===== config.mk =====
export PLATFORM = sky130hd
export DESIGN_NAME = feature_align_buf
export DESIGN_NICKNAME = d
export VERILOG_FILES = /design/src/rtl/feature_align_buf.sv
export SDC_FILE = /design/constraint.sdc
export NUM_CORES = 2
export LEC_CHECK = 0
export BUFFER_PORTS_ARGS = -buffer_cell sky130_fd_sc_hd__clkbuf_2
export CORE_ASPECT_RATIO = 0.8
export CORE_MARGIN = 4
export CORE_UTILIZATION = 56
export CTS_CLUSTER_SIZE = 40
export DETAILED_ROUTE_END_ITERATION = 7
export PLACE_DENSITY = 0.8
export SKIP_LAST_GASP = 1
export SLEW_MARGIN = 20
export SYNTH_ARGS = -nofsm -noshare
export SYNTH_HDL_FRONTEND = slang
export SYNTH_SLANG_ARGS = --single-unit

===== constraint.sdc =====
create_clock -name clk -period 48.3 [get_ports clk]
set_clock_uncertainty 0.1 [all_clocks]
set_input_delay 4.83 -clock clk [delete_from_list [all_inputs] [get_ports clk]]
set_output_delay 4.83 -clock clk [all_outputs]
set_load 0.01 [all_outputs]

===== src/rtl/feature_align_buf.sv =====
// -----------------------------------------------------------------------------
// feature_align_buf
//
// In-order alignment buffer between the flow tracker and the ALUs. Every
// meta-feature is queued together with its hash-hit flag. A miss can leave as
// soon as it reaches the head of the queue. A hit waits at the head until its
// history record has arrived from main_feature_mem. Each meta leaves as one
// merged record {meta, history record, hit} through a registered output stage.
// History records are paired with hits purely by arrival order; there is no
// tag check.
//
// Handshake: a record moves from o_* to the ALU in every cycle where
// o_v & i_alu_rdy is high at the rising clock edge. While o_v is high and
// i_alu_rdy is low, all o_* outputs hold their values. i_meta_v has no
// backpressure of its own: a meta presented while o_meta_rdy is low is
// dropped. i_cache_v cannot be backpressured at all.
//
// Ports
//   clk, rst_n    clock; asynchronous active-low reset (flushes everything)
//   i_meta        meta-feature from the tracker
//   i_hit         hash hit for this meta
//   i_meta_v      meta valid
//   o_meta_rdy    meta FIFO not full (start-of-cycle, no pop look-ahead)
//   i_cache_data  history record {max_sz,min_sz,max_arit,min_arit,vec}
//   i_cache_v     history record valid
//   o_meta        merged output: meta
//   o_cache_data  merged output: history record (0 for a miss)
//   o_hit         merged output: hit flag
//   o_v           merged output valid
//   i_alu_rdy     ALU accepts the merged output
//   o_level       meta FIFO occupancy, 0..DEPTH (output register excluded)
//   i_clr_err     clears both sticky error flags
//   o_ovf_err     sticky: a meta was dropped because the meta FIFO was full
//   o_orphan_err  sticky: a history record was dropped (cache FIFO full)
// -----------------------------------------------------------------------------
module feature_align_buf #(
    parameter int META_W  = 168,
    parameter int CACHE_W = 192,
    parameter int DEPTH   = 8
) (
    input  logic                       clk,
    input  logic                       rst_n,
    input  logic [META_W-1:0]          i_meta,
    input  logic                       i_hit,
    input  logic                       i_meta_v,
    output logic                       o_meta_rdy,
    input  logic [CACHE_W-1:0]         i_cache_data,
    input  logic                       i_cache_v,
    output logic [META_W-1:0]          o_meta,
    output logic [CACHE_W-1:0]         o_cache_data,
    output logic                       o_hit,
    output logic                       o_v,
    input  logic                       i_alu_rdy,
    output logic [$clog2(DEPTH):0]     o_level,
    input  logic                       i_clr_err,
    output logic                       o_ovf_err,
    output logic                       o_orphan_err
);

    localparam int AW = $clog2(DEPTH);
    localparam int LW = AW + 1;

    // -------------------------------------------------------------------------
    // Meta FIFO: entries are {hit, meta}
    // -------------------------------------------------------------------------
    logic [META_W:0]   meta_mem [DEPTH];
    logic [AW-1:0]     m_wr;
    logic [AW-1:0]     m_rd;
    logic [LW-1:0]     m_cnt;
    logic              m_full;
    logic              m_empty;
    logic              m_push;
    logic              m_pop;

    // -------------------------------------------------------------------------
    // Cache FIFO: history records waiting for their hit
    // -------------------------------------------------------------------------
    logic [CACHE_W-1:0] cache_mem [DEPTH];
    logic [AW-1:0]      c_wr;
    logic [AW-1:0]      c_rd;
    logic [LW-1:0]      c_cnt;
    logic               c_full;
    logic               c_empty;
    logic               c_push;
    logic               c_pop;

    // -------------------------------------------------------------------------
    // Merge control
    // -------------------------------------------------------------------------
    logic               head_hit;
    logic [META_W-1:0]  head_meta;
    logic               merge;
    logic               load;
    logic               ovf_set;
    logic               orph_set;

    assign m_full   = (m_cnt == LW'(DEPTH));
    assign m_empty  = (m_cnt == '0);
    assign c_full   = (c_cnt == LW'(DEPTH));
    assign c_empty  = (c_cnt == '0);

    assign head_hit  = meta_mem[m_rd][META_W];
    assign head_meta = meta_mem[m_rd][META_W-1:0];

    // The head can leave when it is a miss, or when its history record is
    // already sitting in the cache FIFO. Everything is start-of-cycle state,
    // so a record written this cycle is never merged in the same cycle.
    assign merge = !m_empty && (!head_hit || !c_empty);
    assign load  = merge && (!o_v || i_alu_rdy);

    assign m_push = i_meta_v && !m_full;
    assign m_pop  = load;
    assign c_push = i_cache_v && !c_full;
    assign c_pop  = load && head_hit;

    assign ovf_set  = i_meta_v && m_full;
    assign orph_set = i_cache_v && c_full;

    assign o_meta_rdy = !m_full;
    assign o_level    = m_cnt;

    // -------------------------------------------------------------------------
    // Storage (data only, no reset needed: validity lives in the counters)
    // -------------------------------------------------------------------------
    always_ff @(posedge clk) begin
        if (m_push) begin
            meta_mem[m_wr] <= {i_hit, i_meta};
        end
        if (c_push) begin
            cache_mem[c_wr] <= i_cache_data;
        end
    end

    // -------------------------------------------------------------------------
    // Pointers and occupancy. DEPTH is a power of two, so the pointers wrap
    // naturally at AW bits.
    // -------------------------------------------------------------------------
    always_ff @(posedge clk or negedge rst_n) begin
        if (!rst_n) begin
            m_wr  <= '0;
            m_rd  <= '0;
            m_cnt <= '0;
            c_wr  <= '0;
            c_rd  <= '0;
            c_cnt <= '0;
        end else begin
            if (m_push) begin
                m_wr <= m_wr + AW'(1);
            end
            if (m_pop) begin
                m_rd <= m_rd + AW'(1);
            end
            case ({m_push, m_pop})
                2'b10:   m_cnt <= m_cnt + LW'(1);
                2'b01:   m_cnt <= m_cnt - LW'(1);
                default: m_cnt <= m_cnt;
            endcase

            if (c_push) begin
                c_wr <= c_wr + AW'(1);
            end
            if (c_pop) begin
                c_rd <= c_rd + AW'(1);
            end
            case ({c_push, c_pop})
                2'b10:   c_cnt <= c_cnt + LW'(1);
                2'b01:   c_cnt <= c_cnt - LW'(1);
                default: c_cnt <= c_cnt;
            endcase
        end
    end

    // -------------------------------------------------------------------------
    // Output register. Loads a new merged record whenever it is empty or its
    // current record is being accepted; otherwise it holds.
    // -------------------------------------------------------------------------
    always_ff @(posedge clk or negedge rst_n) begin
        if (!rst_n) begin
            o_v          <= 1'b0;
            o_meta       <= '0;
            o_cache_data <= '0;
            o_hit        <= 1'b0;
        end else if (load) begin
            o_v          <= 1'b1;
            o_meta       <= head_meta;
            o_hit        <= head_hit;
            o_cache_data <= head_hit ? cache_mem[c_rd] : '0;
        end else if (i_alu_rdy) begin
            o_v          <= 1'b0;
        end
    end

    // -------------------------------------------------------------------------
    // Sticky error flags. A new error in the same cycle as i_clr_err wins.
    // -------------------------------------------------------------------------
    always_ff @(posedge clk or negedge rst_n) begin
        if (!rst_n) begin
            o_ovf_err    <= 1'b0;
            o_orphan_err <= 1'b0;
        end else begin
            o_ovf_err    <= ovf_set  || (o_ovf_err    && !i_clr_err);
            o_orphan_err <= orph_set || (o_orphan_err && !i_clr_err);
        end
    end

endmodule


# Word level (Yosys, flattened, before mapping)
# Memory sizes are Yosys's and may differ from the RTL's.
# Cells that the tools add are included.
dict set report totals {
  in_bits 367
  mem_count 2
  reg_bits 384
  ramBits 2888
  word_cells 62
}
# memory words word_bits rd rd_ports_with_merged_regs wr line
set mem_list {}
lappend mem_list {cache_mem 8 192 1 0 1 78} ;# logic [CACHE_W-1:0] cache_mem [DEPTH];
lappend mem_list {meta_mem 8 169 1 0 1 66} ;# logic [META_W:0] meta_mem [DEPTH];
dict set report classes {
  n_mux 9
  n_addsub 8
  n_eq_ne 6
  reduce_logical 25
}
# op count
set ops {}
lappend ops {{$mux 192} 1}
lappend ops {{$pmux 4 s2} 2}
lappend ops {{$add 3x1->3 const B} 4}
lappend ops {{$logic_and 1x1->1} 9}
lappend ops {{$add 4x1->4 const B} 2}
lappend ops {{$eq 4x4->1 const B} 2}
lappend ops {{$logic_not 4->1} 2}
lappend ops {{$sub 4x1->4 const B} 2}
lappend ops {{$logic_not 1->1} 7}
lappend ops {{$mux 1} 6}
lappend ops {{$reduce_bool 2->1} 3}
lappend ops {{$eq 2x1->1 const B} 2}
lappend ops {{$eq 2x2->1 const B} 2}
lappend ops {{$logic_or 1x1->1} 4}

# Longest topological paths before layout
dict set report logic_depth {
  word_depth 8
  mapped_depth 15
  depth_no_buf 11
}

# Worst setup path before layout
# No wires, ideal clock.
dict set report synth_path {
  path_type {input to register}
  from {in i_cache_v}
  to {mem cache_mem[0][0], enable pin}
  cell_stages 3
  arrival_time_ns 23.359
  setup_slack_ns 23.628
  setup_ns 1.213
  n_path_buf 0
  required_time_ns 46.987
  path_cell_list {a21boi_1 > inv_1 > nor4_1}
}
dict set report synth_via {
  elab_chain_len 3
}
# item line
set synth_rtl {}
lappend synth_rtl {{from (decl)} 48} ;# input logic i_cache_v,
lappend synth_rtl {{$logic_and 1x1->1} 113} ;# assign c_push = i_cache_v && !c_full;
lappend synth_rtl {{$mux 1} 129} ;# if (c_push) begin
lappend synth_rtl {{$mux 1 (not written as such)} 130} ;# cache_mem[c_wr] <= i_cache_data;
lappend synth_rtl {{to (decl)} 78}
# Every way passes these cells.

# Worst setup path in the final report
dict set report layout_path {
  from {in i_alu_rdy}
  to {reg o_cache_data[115]}
}
dict set report layout_via {
  elab_chain_len 2
}
# item line
set layout_rtl {}
lappend layout_rtl {{from (decl)} 53} ;# input logic i_alu_rdy,
lappend layout_rtl {{$logic_or 1x1->1} 109} ;# assign load = merge && (!o_v || i_alu_rdy);
lappend layout_rtl {{$logic_and 1x1->1} 109}
lappend layout_rtl {{to (signal assigned)} 187} ;# o_cache_data <= head_hit ? cache_mem[c_rd] : '0;
lappend layout_rtl {{to (decl)} 50} ;# output logic [CACHE_W-1:0] o_cache_data,
# Every way passes these cells.
# A chain may end at the register's enable or synchronous reset.

==> results.toml <==
[global_routing]
initial_antenna_violation_count = 97
global_routing_usage_on_met1 = 0.3665
grt_start_max_net_pins = 175
gr-max-usage-layer = "met2"
grt_util_met2 = 0.4148
total_overflow_reported_by_the_global_router = 0
grt_first_pass_wirelength_um = 459400
use_met3 = 0.05338
first_global_vias = 66410
grt_usage = 0.2678

[worst_setup_path]
data_arrival_critical_path_ns = 8.43
critical_path.top_delay_family = "buffers and inverters"
worst_setup_path_end_kind = "flip-flop"
setup.reg_to_reg.worst_slack_ns = 41.76
cp_slowest_cell = "sky130_fd_sc_hd__buf_4"
critical_path.max_fanout = 68
worst-endpoint-required_ns = 48.94
startpoint_type = "input pin"
crit_chain = "clkbuf_2 > nor2b_1 > or2_4 > buf_4 > buf_4 > buf_4 > nand2_1 > o221ai_1"
reg2reg_from = "m_rd[1]"
setup.worst_path.class = "in -> reg"
critPathMaxStageDelay_ns = 0.85
timing.rr.end = "o_cache_data[118]"
rr_worst_depth = 8
worst_path_most_repeated_cell = "sky130_fd_sc_hd__buf_4"
cp-startpoint = "i_alu_rdy"
path_buf_inv = 4

[run]
number_of_violations_of_the_max_capacitance_limit = 0

[detailed_routing]
postRouteAntennaNets = 0
drt_iter0_drc = 8909
remaining_drc_errors = 0
viasPerCell = 6.531
wl_per_cell_um = 31.24
drt-pass1-iter-count = 6
dr_total_vias = 65620
postRouteWirelength_um = 313900

[yosys]
post_synth.cell_area_avg_um2 = 21.00
ys_seq_elements = 3272
synth_top_cell_by_area = "sky130_fd_sc_hd__edfxtp_1"
synth_most_common_cell = "sky130_fd_sc_hd__edfxtp_1"
synth_top_cells_by_area = "sky130_fd_sc_hd__edfxtp_1, sky130_fd_sc_hd__mux4_2, sky130_fd_sc_hd__dfrtp_1"
synth_area_um2 = 125600
postSynthCellCount = 5978
syn_nets = 6355
ys.warnings.count = 0
ys_dominant_reg_cell = "sky130_fd_sc_hd__edfxtp_1"
ys_seq_area_frac = 0.7672
number_of_synthesized_flops_with_an_enable_pin = 2888
post_synth_num_cell_types = 46
yosys-top-cells-count = "sky130_fd_sc_hd__edfxtp_1, sky130_fd_sc_hd__mux4_2, sky130_fd_sc_hd__nand2_1"
synth_top_area_frac = 0.6907
ys_async_sr_fraction = 0.1174

[timing]
max-slew-margin-rel = -0.07922
finalMaxSlewViolations = 84
finalCritPeriodShare = 0.1613
fmax_mhz = 128.3
finalHoldViolCount = 0
tightestPinTransition_ns = 1.619
setup_violations = 0
final_period_minus_worst_setup_slack_ns = 7.793
setup-tns-final_ns = 0
grt_setup_unrepaired = "false"

[placement]
place.port_buffers = 735
dp_hpwl_um = 168400
gp_congestion = 0.8054

[clock_tree]
cts.root.buffer_cell = "sky130_fd_sc_hd__clkbuf_16"
numCtsBuffers = 311
cts_hold_buffers = 0
htree_num_levels = 5
ctsResizeCount = 0
tritoncts_num_sinks = 3272
clk_latency_ns = 0.88
clkTransAtPathRegs_ns = 0.06
postCtsSetupBuffers = 0
cts_tree = "done"
cts.path.max_buffers = 4

[power_and_ir_drop]
clock_power_share = 0.279
power.share.sequential = 0.439
internal-power_w = 0.006100
power.density_cell_area_nw_per_um2 = 62.22
sw_frac_of_total = 0.3140
vdd_ir_drop_max_mv = 0.05595
comb_power_share = 0.282
switching_power_w = 0.002792
leakage_nw = 48.00

[floorplanning]
die_area_um2 = 231900
die_h_um = 431.5
core-area_um2 = 223000
num_io_pins = 736
floorplan.initialDensity = 0.5630
placementRows = 155
floorplan.die.width_um = 537.4

[layout]
drive_gt1_frac = 0.2923
fin_util = 0.6408
syn_to_final_growth_pct = 13.82
final_nets = 7101

[hold_path]
terminating_pin_of_the_worst_hold_path = "o_cache_data[58]"
hold_path.startpoint = "o_cache_data[58]"
min_delay_path_depth = 2
hold_class = "reg -> reg"

[outcome]
violations_in_the_final_reports = "slew limit"
run_status = "complete, but fails checks"
## area by class of cell
type / count / area [µm²]
sequential: 3272 / 96350
multi-input combinational: 2295 / 27610
antenna: 86 / 215.2
timing repair buffer: 837 / 4693
inverter: 7 / 26.28
clock buffer: 421 / 8459
clock inverter: 147 / 1833
fill: 14090 / 80110
tap: 2983 / 3732
## sequential cells by signal (all words and copies together), names as in the netlist
signal        count
c_rd              3
m_rd              3
m_wr              3
meta_mem       1352
c_wr              3
o_level           4
o_ovf_err         1
o_v               1
cache_mem      1536
o_orphan_err      1
c_cnt             4
o_hit             1
o_meta          168
o_cache_data    192
## through the flow
step / power [W] / setup WS (ns) / std cells / hold WS (ns) / cell area, µm²
after floorplan: 0.005661 / 23.63 / 5978 / 0.3871 / 125600
after global placement: 0.006331 / 39.87 / 9393 / 0.3894 / 132400
after detailed placement: 0.006422 / 39.78 / 9394 / 0.3988 / 132400
after CTS: 0.008923 / 40.68 / 9962 / 0.4146 / 142700
after global routing: 0.009222 / 40.49 / 10030 / 0.4489 / 142900
final: 0.008892 / 40.51 / 10050 / 0.4099 / 142900
## cells in the final DEF (no fill, tap or decap), drive strengths merged, types with 2 or more instances in the layout
cell type / Yosys / routed
mux4: 720 / 720
or2: 4 / 4
o32ai: 168 / 168
a31oi: 168 / 168
bufinv: 0 / 38
edfxtp: 2888 / 2888
nand4b: 2 / 2
nand2b: 177 / 177
nor3b: 2 / 2
o21ai: 4 / 4
o21bai: 3 / 3
o22ai: 2 / 2
o211ai: 5 / 5
a211oi: 2 / 2
clkinvlp: 0 / 4
inv: 7 / 25
buf: 161 / 103
o31a: 2 / 2
ha: 10 / 10
xor2: 7 / 7
nand2: 401 / 401
nor2b: 4 / 4
nand3b: 4 / 4
nor3: 12 / 12
mux2: 6 / 6
clkbuf: 243 / 1155
nor2: 15 / 15
xnor2: 6 / 6
diode: 0 / 86
mux2i: 363 / 363
nor4: 3 / 3
a21oi: 3 / 3
clkinv: 0 / 87
or4b: 2 / 2
dfrtp: 384 / 384
o221ai: 192 / 192
## routing by layer
metal	routed length, µm	vias up
li1	-	26520
met1	113000	34360
met2	153500	4005
met3	29750	714
met4	17460	24
met5	152	-
## worst min-delay path, stage by stage, from the launching register on
cell                       delay, ns
sky130_fd_sc_hd__dfrtp_1        0.36
sky130_fd_sc_hd__nand2_1        0.05
sky130_fd_sc_hd__o221ai_1       0.06
## cell families after synthesis
group,Yosys count,share of synthesized area
DFF,3272,0.7672
muxes,1089,0.1586
and+or+nand+nor,630,0.02324
AOI/OAI and AO/OA,553,0.03486
buffers and inverters,411,0.01419
xor gates and xnor gates,13,0.0009068
adders and majority gates,10,0.0009965
## power by group through the flow
stage / clock network (W) / registers (W) / logic (W)
finish: 0.00248 / 0.00390 / 0.00251
global route: 0.00264 / 0.00394 / 0.00265
CTS: 0.00251 / 0.00390 / 0.00252
detailed placement: 0 / 0.00394 / 0.00248
global placement: 0 / 0.00390 / 0.00243
floorplan: 0 / 0.00401 / 0.00165
## how the worst max path moves through the flow
| stage | endpoint | slack (ns) | depth (start not counted) |
|---|---|---|---|
| final | o_cache_data[115] | 40.51 | 8 |
| after floorplan | cache_mem[0][0] | 23.63 | 3 |
| after global routing | o_cache_data[42] | 40.49 | 8 |
| after global placement | o_cache_data[96] | 39.87 | 8 |
| after detailed placement | meta_mem[5][21] | 39.78 | 6 |
| after CTS | o_cache_data[115] | 40.68 | 8 |
Note: power is estimated with default switching activity, not from simulation.
